===== src/rtl/date_set_ctrl_pkg.sv =====
// -----------------------------------------------------------------------------
// date_set_ctrl_pkg
// Shared definitions for the date-edit controller: FSM state encoding,
// field cursor codes, default RTC register addresses and the calendar
// helper that gives the number of days in a month.
// -----------------------------------------------------------------------------
package date_set_ctrl_pkg;

  typedef enum logic [2:0] {
    ST_IDLE     = 3'd0,
    ST_EDIT     = 3'd1,
    ST_WR_DAY   = 3'd2,
    ST_WR_MONTH = 3'd3,
    ST_WR_YEAR  = 3'd4,
    ST_DONE     = 3'd5
  } state_e;

  // Field cursor codes as seen on field_sel.
  localparam logic [1:0] FIELD_DAY   = 2'd0;
  localparam logic [1:0] FIELD_MONTH = 2'd1;
  localparam logic [1:0] FIELD_YEAR  = 2'd2;

  // Default RTC register addresses.
  localparam logic [7:0] ADDR_DAY_DEF   = 8'h24;
  localparam logic [7:0] ADDR_MONTH_DEF = 8'h25;
  localparam logic [7:0] ADDR_YEAR_DEF  = 8'h26;

  // Days in a month for a 2000-based two-digit year. Every year divisible
  // by four in 2000..2099 is a leap year, so no century rule is needed.
  function automatic logic [4:0] days_in_month(input logic [3:0] month,
                                                input logic [6:0] year);
    logic [4:0] dim;
    case (month)
      4'd2:                      dim = ((year % 7'd4) == 7'd0) ? 5'd29 : 5'd28;
      4'd4, 4'd6, 4'd9, 4'd11:   dim = 5'd30;
      default:                   dim = 5'd31;
    endcase
    return dim;
  endfunction

endpackage


===== src/rtl/date_set_ctrl_bin_to_bcd.sv =====
// -----------------------------------------------------------------------------
// bin_to_bcd
// Combinational conversion of a binary value 0..99 to two BCD digits.
// Ports:
//   bin_i  7-bit binary value, expected range 0..99
//   bcd_o  8-bit BCD result {tens, ones}
// Inputs above 99 are never produced by the date fields and give an
// unspecified (truncated) result.
// -----------------------------------------------------------------------------
module bin_to_bcd (
  input  logic [6:0] bin_i,
  output logic [7:0] bcd_o
);

  logic [3:0] tens_s;
  logic [3:0] ones_s;

  // Split into decimal digits; division by a constant maps to small logic.
  always_comb begin
    tens_s = 4'(bin_i / 7'd10);
    ones_s = 4'(bin_i % 7'd10);
    bcd_o  = {tens_s, ones_s};
  end

endmodule


===== src/rtl/date_set_ctrl.sv =====
// -----------------------------------------------------------------------------
// date_set_ctrl
// Button-driven date editor that commits day/month/year to an RTC through a
// three-write request/acknowledge sequence.
// Ports:
//   clk, reset_n                  clock, asynchronous active-low reset
//   EN                            date-edit mode enable
//   btn_up/down/next/save         one-cycle button pulses
//   field_sel                     cursor (0 day, 1 month, 2 year)
//   day_bcd/month_bcd/year_bcd    current date, BCD
//   wr_req/wr_addr/wr_data        RTC write request, address, BCD data
//   wr_ack                        write accepted by RTC bus sequencer
//   busy                          write sequence in progress
//   done                          one-cycle completion pulse
// -----------------------------------------------------------------------------
module date_set_ctrl
  import date_set_ctrl_pkg::*;
#(
  parameter logic [7:0] ADDR_DAY   = ADDR_DAY_DEF,
  parameter logic [7:0] ADDR_MONTH = ADDR_MONTH_DEF,
  parameter logic [7:0] ADDR_YEAR  = ADDR_YEAR_DEF
) (
  input  logic       clk,
  input  logic       reset_n,
  input  logic       EN,
  input  logic       btn_up,
  input  logic       btn_down,
  input  logic       btn_next,
  input  logic       btn_save,
  output logic [1:0] field_sel,
  output logic [7:0] day_bcd,
  output logic [7:0] month_bcd,
  output logic [7:0] year_bcd,
  output logic       wr_req,
  output logic [7:0] wr_addr,
  output logic [7:0] wr_data,
  input  logic       wr_ack,
  output logic       busy,
  output logic       done
);

  state_e     state_q;
  logic [4:0] day_q,   day_d;
  logic [3:0] month_q, month_d;
  logic [6:0] year_q,  year_d;
  logic [1:0] sel_q,   sel_d;
  logic       wr_req_q;
  logic [7:0] wr_addr_q;
  logic [7:0] wr_data_q;
  logic       busy_q;
  logic       done_q;

  logic       inc_s;
  logic       dec_s;
  logic [4:0] max_cur_s;
  logic [4:0] max_new_s;

  logic [7:0] beat_addr_s;
  logic [7:0] beat_data_s;
  state_e     beat_next_s;

  bin_to_bcd u_day_bcd   (.bin_i({2'b00, day_q}),   .bcd_o(day_bcd));
  bin_to_bcd u_month_bcd (.bin_i({3'b000, month_q}), .bcd_o(month_bcd));
  bin_to_bcd u_year_bcd  (.bin_i(year_q),            .bcd_o(year_bcd));

  assign field_sel = sel_q;
  assign wr_req    = wr_req_q;
  assign wr_addr   = wr_addr_q;
  assign wr_data   = wr_data_q;
  assign busy      = busy_q;
  assign done      = done_q;

  // Next values of the date fields and cursor while editing.
  always_comb begin
    day_d     = day_q;
    month_d   = month_q;
    year_d    = year_q;
    sel_d     = sel_q;
    inc_s     = btn_up & ~btn_down;
    dec_s     = btn_down & ~btn_up;
    max_cur_s = days_in_month(month_q, year_q);
    max_new_s = max_cur_s;
    // Save wins over every other button; leaving EDIT ignores buttons too.
    if ((state_q == ST_EDIT) && EN && !btn_save) begin
      case (sel_q)
        FIELD_DAY: begin
          if (inc_s) begin
            day_d = (day_q >= max_cur_s) ? 5'd1 : day_q + 5'd1;
          end else if (dec_s) begin
            day_d = (day_q <= 5'd1) ? max_cur_s : day_q - 5'd1;
          end else begin
            day_d = day_q;
          end
        end
        FIELD_MONTH: begin
          if (inc_s) begin
            month_d = (month_q >= 4'd12) ? 4'd1 : month_q + 4'd1;
          end else if (dec_s) begin
            month_d = (month_q <= 4'd1) ? 4'd12 : month_q - 4'd1;
          end else begin
            month_d = month_q;
          end
        end
        FIELD_YEAR: begin
          if (inc_s) begin
            year_d = (year_q >= 7'd99) ? 7'd0 : year_q + 7'd1;
          end else if (dec_s) begin
            year_d = (year_q == 7'd0) ? 7'd99 : year_q - 7'd1;
          end else begin
            year_d = year_q;
          end
        end
        default: begin
          sel_d = FIELD_DAY;
        end
      endcase
      // Clamp the day in the same cycle a month/year change shortens the month.
      max_new_s = days_in_month(month_d, year_d);
      day_d     = (day_d > max_new_s) ? max_new_s : day_d;
      // Up/down above used the old cursor; the cursor advances afterwards.
      if (btn_next) begin
        sel_d = (sel_q >= FIELD_YEAR) ? FIELD_DAY : sel_q + 2'd1;
      end else begin
        sel_d = sel_d;
      end
    end else begin
      sel_d = sel_q;
    end
  end

  // Address, data and successor for the write beat of the current state.
  always_comb begin
    case (state_q)
      ST_WR_DAY: begin
        beat_addr_s = ADDR_DAY;
        beat_data_s = day_bcd;
        beat_next_s = ST_WR_MONTH;
      end
      ST_WR_MONTH: begin
        beat_addr_s = ADDR_MONTH;
        beat_data_s = month_bcd;
        beat_next_s = ST_WR_YEAR;
      end
      ST_WR_YEAR: begin
        beat_addr_s = ADDR_YEAR;
        beat_data_s = year_bcd;
        beat_next_s = ST_DONE;
      end
      default: begin
        beat_addr_s = 8'h00;
        beat_data_s = 8'h00;
        beat_next_s = ST_IDLE;
      end
    endcase
  end

  // Control FSM with registered fields and bus outputs.
  always_ff @(posedge clk or negedge reset_n) begin
    if (!reset_n) begin
      state_q   <= ST_IDLE;
      day_q     <= 5'd1;
      month_q   <= 4'd1;
      year_q    <= 7'd0;
      sel_q     <= FIELD_DAY;
      wr_req_q  <= 1'b0;
      wr_addr_q <= 8'h00;
      wr_data_q <= 8'h00;
      busy_q    <= 1'b0;
      done_q    <= 1'b0;
    end else begin
      done_q  <= 1'b0;
      day_q   <= day_d;
      month_q <= month_d;
      year_q  <= year_d;
      sel_q   <= sel_d;
      case (state_q)
        ST_IDLE: begin
          state_q <= EN ? ST_EDIT : ST_IDLE;
        end
        ST_EDIT: begin
          if (!EN) begin
            state_q <= ST_IDLE;
          end else if (btn_save) begin
            // The day request is raised on entry to WR_DAY.
            state_q   <= ST_WR_DAY;
            wr_req_q  <= 1'b1;
            wr_addr_q <= ADDR_DAY;
            wr_data_q <= day_bcd;
            busy_q    <= 1'b1;
          end else begin
            state_q <= ST_EDIT;
          end
        end
        ST_WR_DAY, ST_WR_MONTH, ST_WR_YEAR: begin
          if (!wr_req_q) begin
            // Gap cycle after the previous ack; any wr_ack here is ignored.
            wr_req_q  <= 1'b1;
            wr_addr_q <= beat_addr_s;
            wr_data_q <= beat_data_s;
          end else if (wr_ack) begin
            wr_req_q  <= 1'b0;
            wr_addr_q <= 8'h00;
            wr_data_q <= 8'h00;
            state_q   <= beat_next_s;
            if (beat_next_s == ST_DONE) begin
              busy_q <= 1'b0;
              done_q <= 1'b1;
            end else begin
              busy_q <= 1'b1;
            end
          end else begin
            wr_req_q <= 1'b1;
          end
        end
        ST_DONE: begin
          state_q <= EN ? ST_EDIT : ST_IDLE;
        end
        default: begin
          state_q   <= ST_IDLE;
          wr_req_q  <= 1'b0;
          wr_addr_q <= 8'h00;
          wr_data_q <= 8'h00;
          busy_q    <= 1'b0;
        end
      endcase
    end
  end

endmodule


===== config.mk =====
export PLATFORM = sky130hd
export DESIGN_NAME = date_set_ctrl
export DESIGN_NICKNAME = d
export VERILOG_FILES = /design/src/rtl/date_set_ctrl_pkg.sv /design/src/rtl/date_set_ctrl_bin_to_bcd.sv /design/src/rtl/date_set_ctrl.sv
export SDC_FILE = /design/constraint.sdc
export NUM_CORES = 1
export LEC_CHECK = 0
export ABC_AREA = 1
export CELL_PAD_IN_SITES_DETAIL_PLACEMENT = 0
export CELL_PAD_IN_SITES_GLOBAL_PLACEMENT = 1
export CORE_MARGIN = 3
export CORE_UTILIZATION = 39
export CTS_CLUSTER_DIAMETER = 60
export DETAILED_ROUTE_END_ITERATION = 8
export GPL_ROUTABILITY_DRIVEN = 0
export MAX_ROUTING_LAYER = met4
export PLACE_DENSITY = 0.89
export SETUP_SLACK_MARGIN = 0.5
export SLEW_MARGIN = 40
export SYNTH_ARGS = -nofsm -noshare
export SYNTH_HDL_FRONTEND = slang
export SYNTH_SLANG_ARGS = --single-unit

===== constraint.sdc =====
create_clock -name clk -period 3.9 [get_ports clk]
set_clock_uncertainty 0.2 [all_clocks]
set_input_delay 0.39 -clock clk [delete_from_list [all_inputs] [get_ports clk]]
set_output_delay 0.39 -clock clk [all_outputs]
set_load 0.005 [all_outputs]

==> results.toml <==
[worst_hold_path]
holdCritPathClass = "reg -> reg"
hold_depth = 2
holdPathEnd = "wr_data[3]$_DFFE_PN0P_"
min_from = "wr_data[3]$_DFFE_PN0P_"

[synth]
ys_seq_area_share_pct = 25.5
synth_seq_cells = 35
synth_cell_types = 44
yosysWarnings = 0
avgSynthCellArea_sq_um = 6.83
synthCells = 504
netlist_area_sq_um = 3440

[place]
port_buffers = 43
hpwl_um = 7190
dp_cells = 648
dp_slack_ns = 0.186

[timing]
fin_crit_ns = 3.48
report.final.hold_viol_count = 0
drv_slew = 0
rsz0062_at_grt = "yes"
post-route-period-util_pct = 89.1
max_freq_ghz = 0.288
finalSetupViolations = 0
final.setup.tns_ns = 0
setup_ws_ns = 0.424
worstMarginPinSlew_ns = 0.858
whs_ns = 0.280
relSlewSlack_pct = 42.6

[worst_setup_path]
cp_top_family = "compound AO/OA/AOI/OAI gates"
crit_path_start = "month_q[0]$_DFFE_PN1P_"
worstPathRequired_ns = 3.92
path_cells = "inv_4 -> ha_4 -> o211ai_1 -> o311a_1 -> ha_1 -> inv_1 -> nand2_1 -> a21oi_2 -> nor3_2 -> nor2_1 -> nand2_1 -> a31oi_4 -> ha_4 -> nand2_2 -> o21ai_1 -> nor2_1 -> nand2_1 -> a21oi_1 -> o21ai_1 -> o21ai_1"
r2r_slack_ns = 0.42
cp_slowest_stage_delay_ns = 0.58
crit_slowest_cell = "dfstp_2"
critPathBufInv = 2
critPathKind = "reg -> reg"
reg2reg_depth = 20
critPathLaunchType = "register"
crit_arrival_ns = 3.50
reg2reg_from = "month_q[0]$_DFFE_PN1P_"
r2r_end = "day_q[0]$_DFFE_PN1P_"
endpoint_kind = "register"
worstPathMaxFanout = 4

[routing]
post-route-drc-count = 0
drtIter0Drc = 290
drt-pass1-iter-count = 4
finalWirelength_um = 10200
routedWlPerCell_um = 14.6
vias_per_cell = 5.24
drtAntennaViolNets = 0
num_vias = 3646

[cells_and_area]
num_antenna_cells = 0
final_common_cell = "nand2_1"
area_growth_pct = 34.3
layout_common_cells = "nand2_1, inv_1, o21ai_0"
nNetsFinal = 626
fin_cells = 696
fin_util_pct = 55.2
drive_above_1_share_pct = 23.2

[floorplanning]
die_w_um = 100
rows = 33
die_h_um = 100
core_sq_um = 8380
io_pins = 53
start_util_pct = 41.1
die_area_sq_um = 9990

[run_status]
status = "complete, no violations"

[cts]
numClockSinks = 35
clockBufferDepth = 2
cts_hold_buf = 0
clk_pin_slew_ns = 0.08
cts_tree = "yes"
clk_latency_ns = 0.29
cts_root_buffer = "clkbuf_8"
htreeDepth = 2
numCtsBuffers = 5

[global_routing]
grt_max_degree = 36
grt_pass1_wl_um = 16200
overflow = 0
antenna_found_initial = 0
grt_pass1_vias = 3383
grtUsageTotal_pct = 20.3

[power_and_ir_drop]
powerDensity_nw_per_um2 = 1160
peakVddDrop_v = 0.000556
leakage_uw = 0.00220

[flow_run]
cap_violations = 0
## cell type report
class,count,area (sq um)
timing repair buffer,97,851
inverter,65,249
clock buffer,5,68.8
fill,789,3760
tap,105,131
clock inverter,3,20.0
sequential,35,886
multi-input combinational,386,2420
## worst max path at each step
stage	to	depth (start not counted)	slack, ns
floorplan	day_q[1]$_DFFE_PN0P_	21	0.68
global placement	day_q[1]$_DFFE_PN0P_	23	0.30
detailed placement	day_q[0]$_DFFE_PN1P_	22	0.19
CTS	day_q[0]$_DFFE_PN1P_	21	0.51
global route	day_q[1]$_DFFE_PN0P_	21	0.22
finish	day_q[0]$_DFFE_PN1P_	20	0.42
## routing by layer
| layer | vias up | track usage, % | routed length, um |
|---|---|---|---|
| met1 | 1722 | 26.9 | 4710 |
| met5 | - | - | 0 |
| met4 | 0 | 4.94 | 133 |
| met3 | 13 | 3.13 | 525 |
| met2 | 108 | 32.8 | 4830 |
| li1 | 1803 | - | - |
## timing repair
| action | 4_1_cts | 5_1_grt |
|---|---|---|
| resized for setup | 33 | 58 |
| hold endpoints to repair | 0 | 0 |
| setup endpoints to repair | 10 | 11 |
| buffers inserted | 20 | 20 |
| pin swaps | 10 | 31 |
## registers in the layout, summed over array words and instances (netlist names)
signal,flops
day_q,5
wr_data,8
field_sel,2
wr_addr,3
month_q,4
done,1
busy,1
wr_req,1
year_q,7
state_q,3
## through the flow
step	total power [uW]	area [sq um]
finish	5390	4620
global route	5860	4620
CTS	4570	4330
detailed placement	3810	3980
global placement	3760	3980
floorplan	2600	3470
## power by group
group | switching, uW | total [uW] | internal (uW)
Combinational | 2220 | 4440 | 2220
Clock | 147 | 271 | 124
Sequential | 160 | 674 | 515
## synth_stat cells, drive strengths merged
cell    count  share of area (%)
mux2i       4                1.2
inv        65                7.1
nand4       2               0.36
dfrtp      33                 24
nor3        7                1.2
xnor2       5                1.3
o211ai      5                1.1
and3        1               0.18
or2         3               0.55
dfstp       2                1.5
o311a       1               0.29
buf        17                3.6
conb        1               0.11
o22ai       5               0.91
a32o        3               0.87
nor2       45                5.0
xor2       14                3.8
nand2     122                 14
and2        2               0.36
clkbuf      9               0.98
nand3      36                6.0
o21bai      2               0.44
a21boi      1               0.22
ha         28                 10
o21ai      63                9.6
o31ai       3               0.65
a31oi       2               0.36
a22oi       2               0.44
a21oi      21                3.4
## worst min-delay path, cell delays in order (launching register included)
cell and delay (ns):
dfrtp_1 0.35, nand2_1 0.06, nand2_1 0.05
## cell families (layout without fill, tap and decap cells)
logic type	count (synthesis)	count (layout)	synth area share, %
compound gates	108	108	18.2
xor+xnor	19	19	5.05
fa+ha+maj	28	28	10.2
buf+inv	91	170	11.7
flops	35	35	25.5
mux	4	4	1.16
other cells	1	9	0.109
simple gates	218	218	28.1
Power figures use the tool's default switching activity.
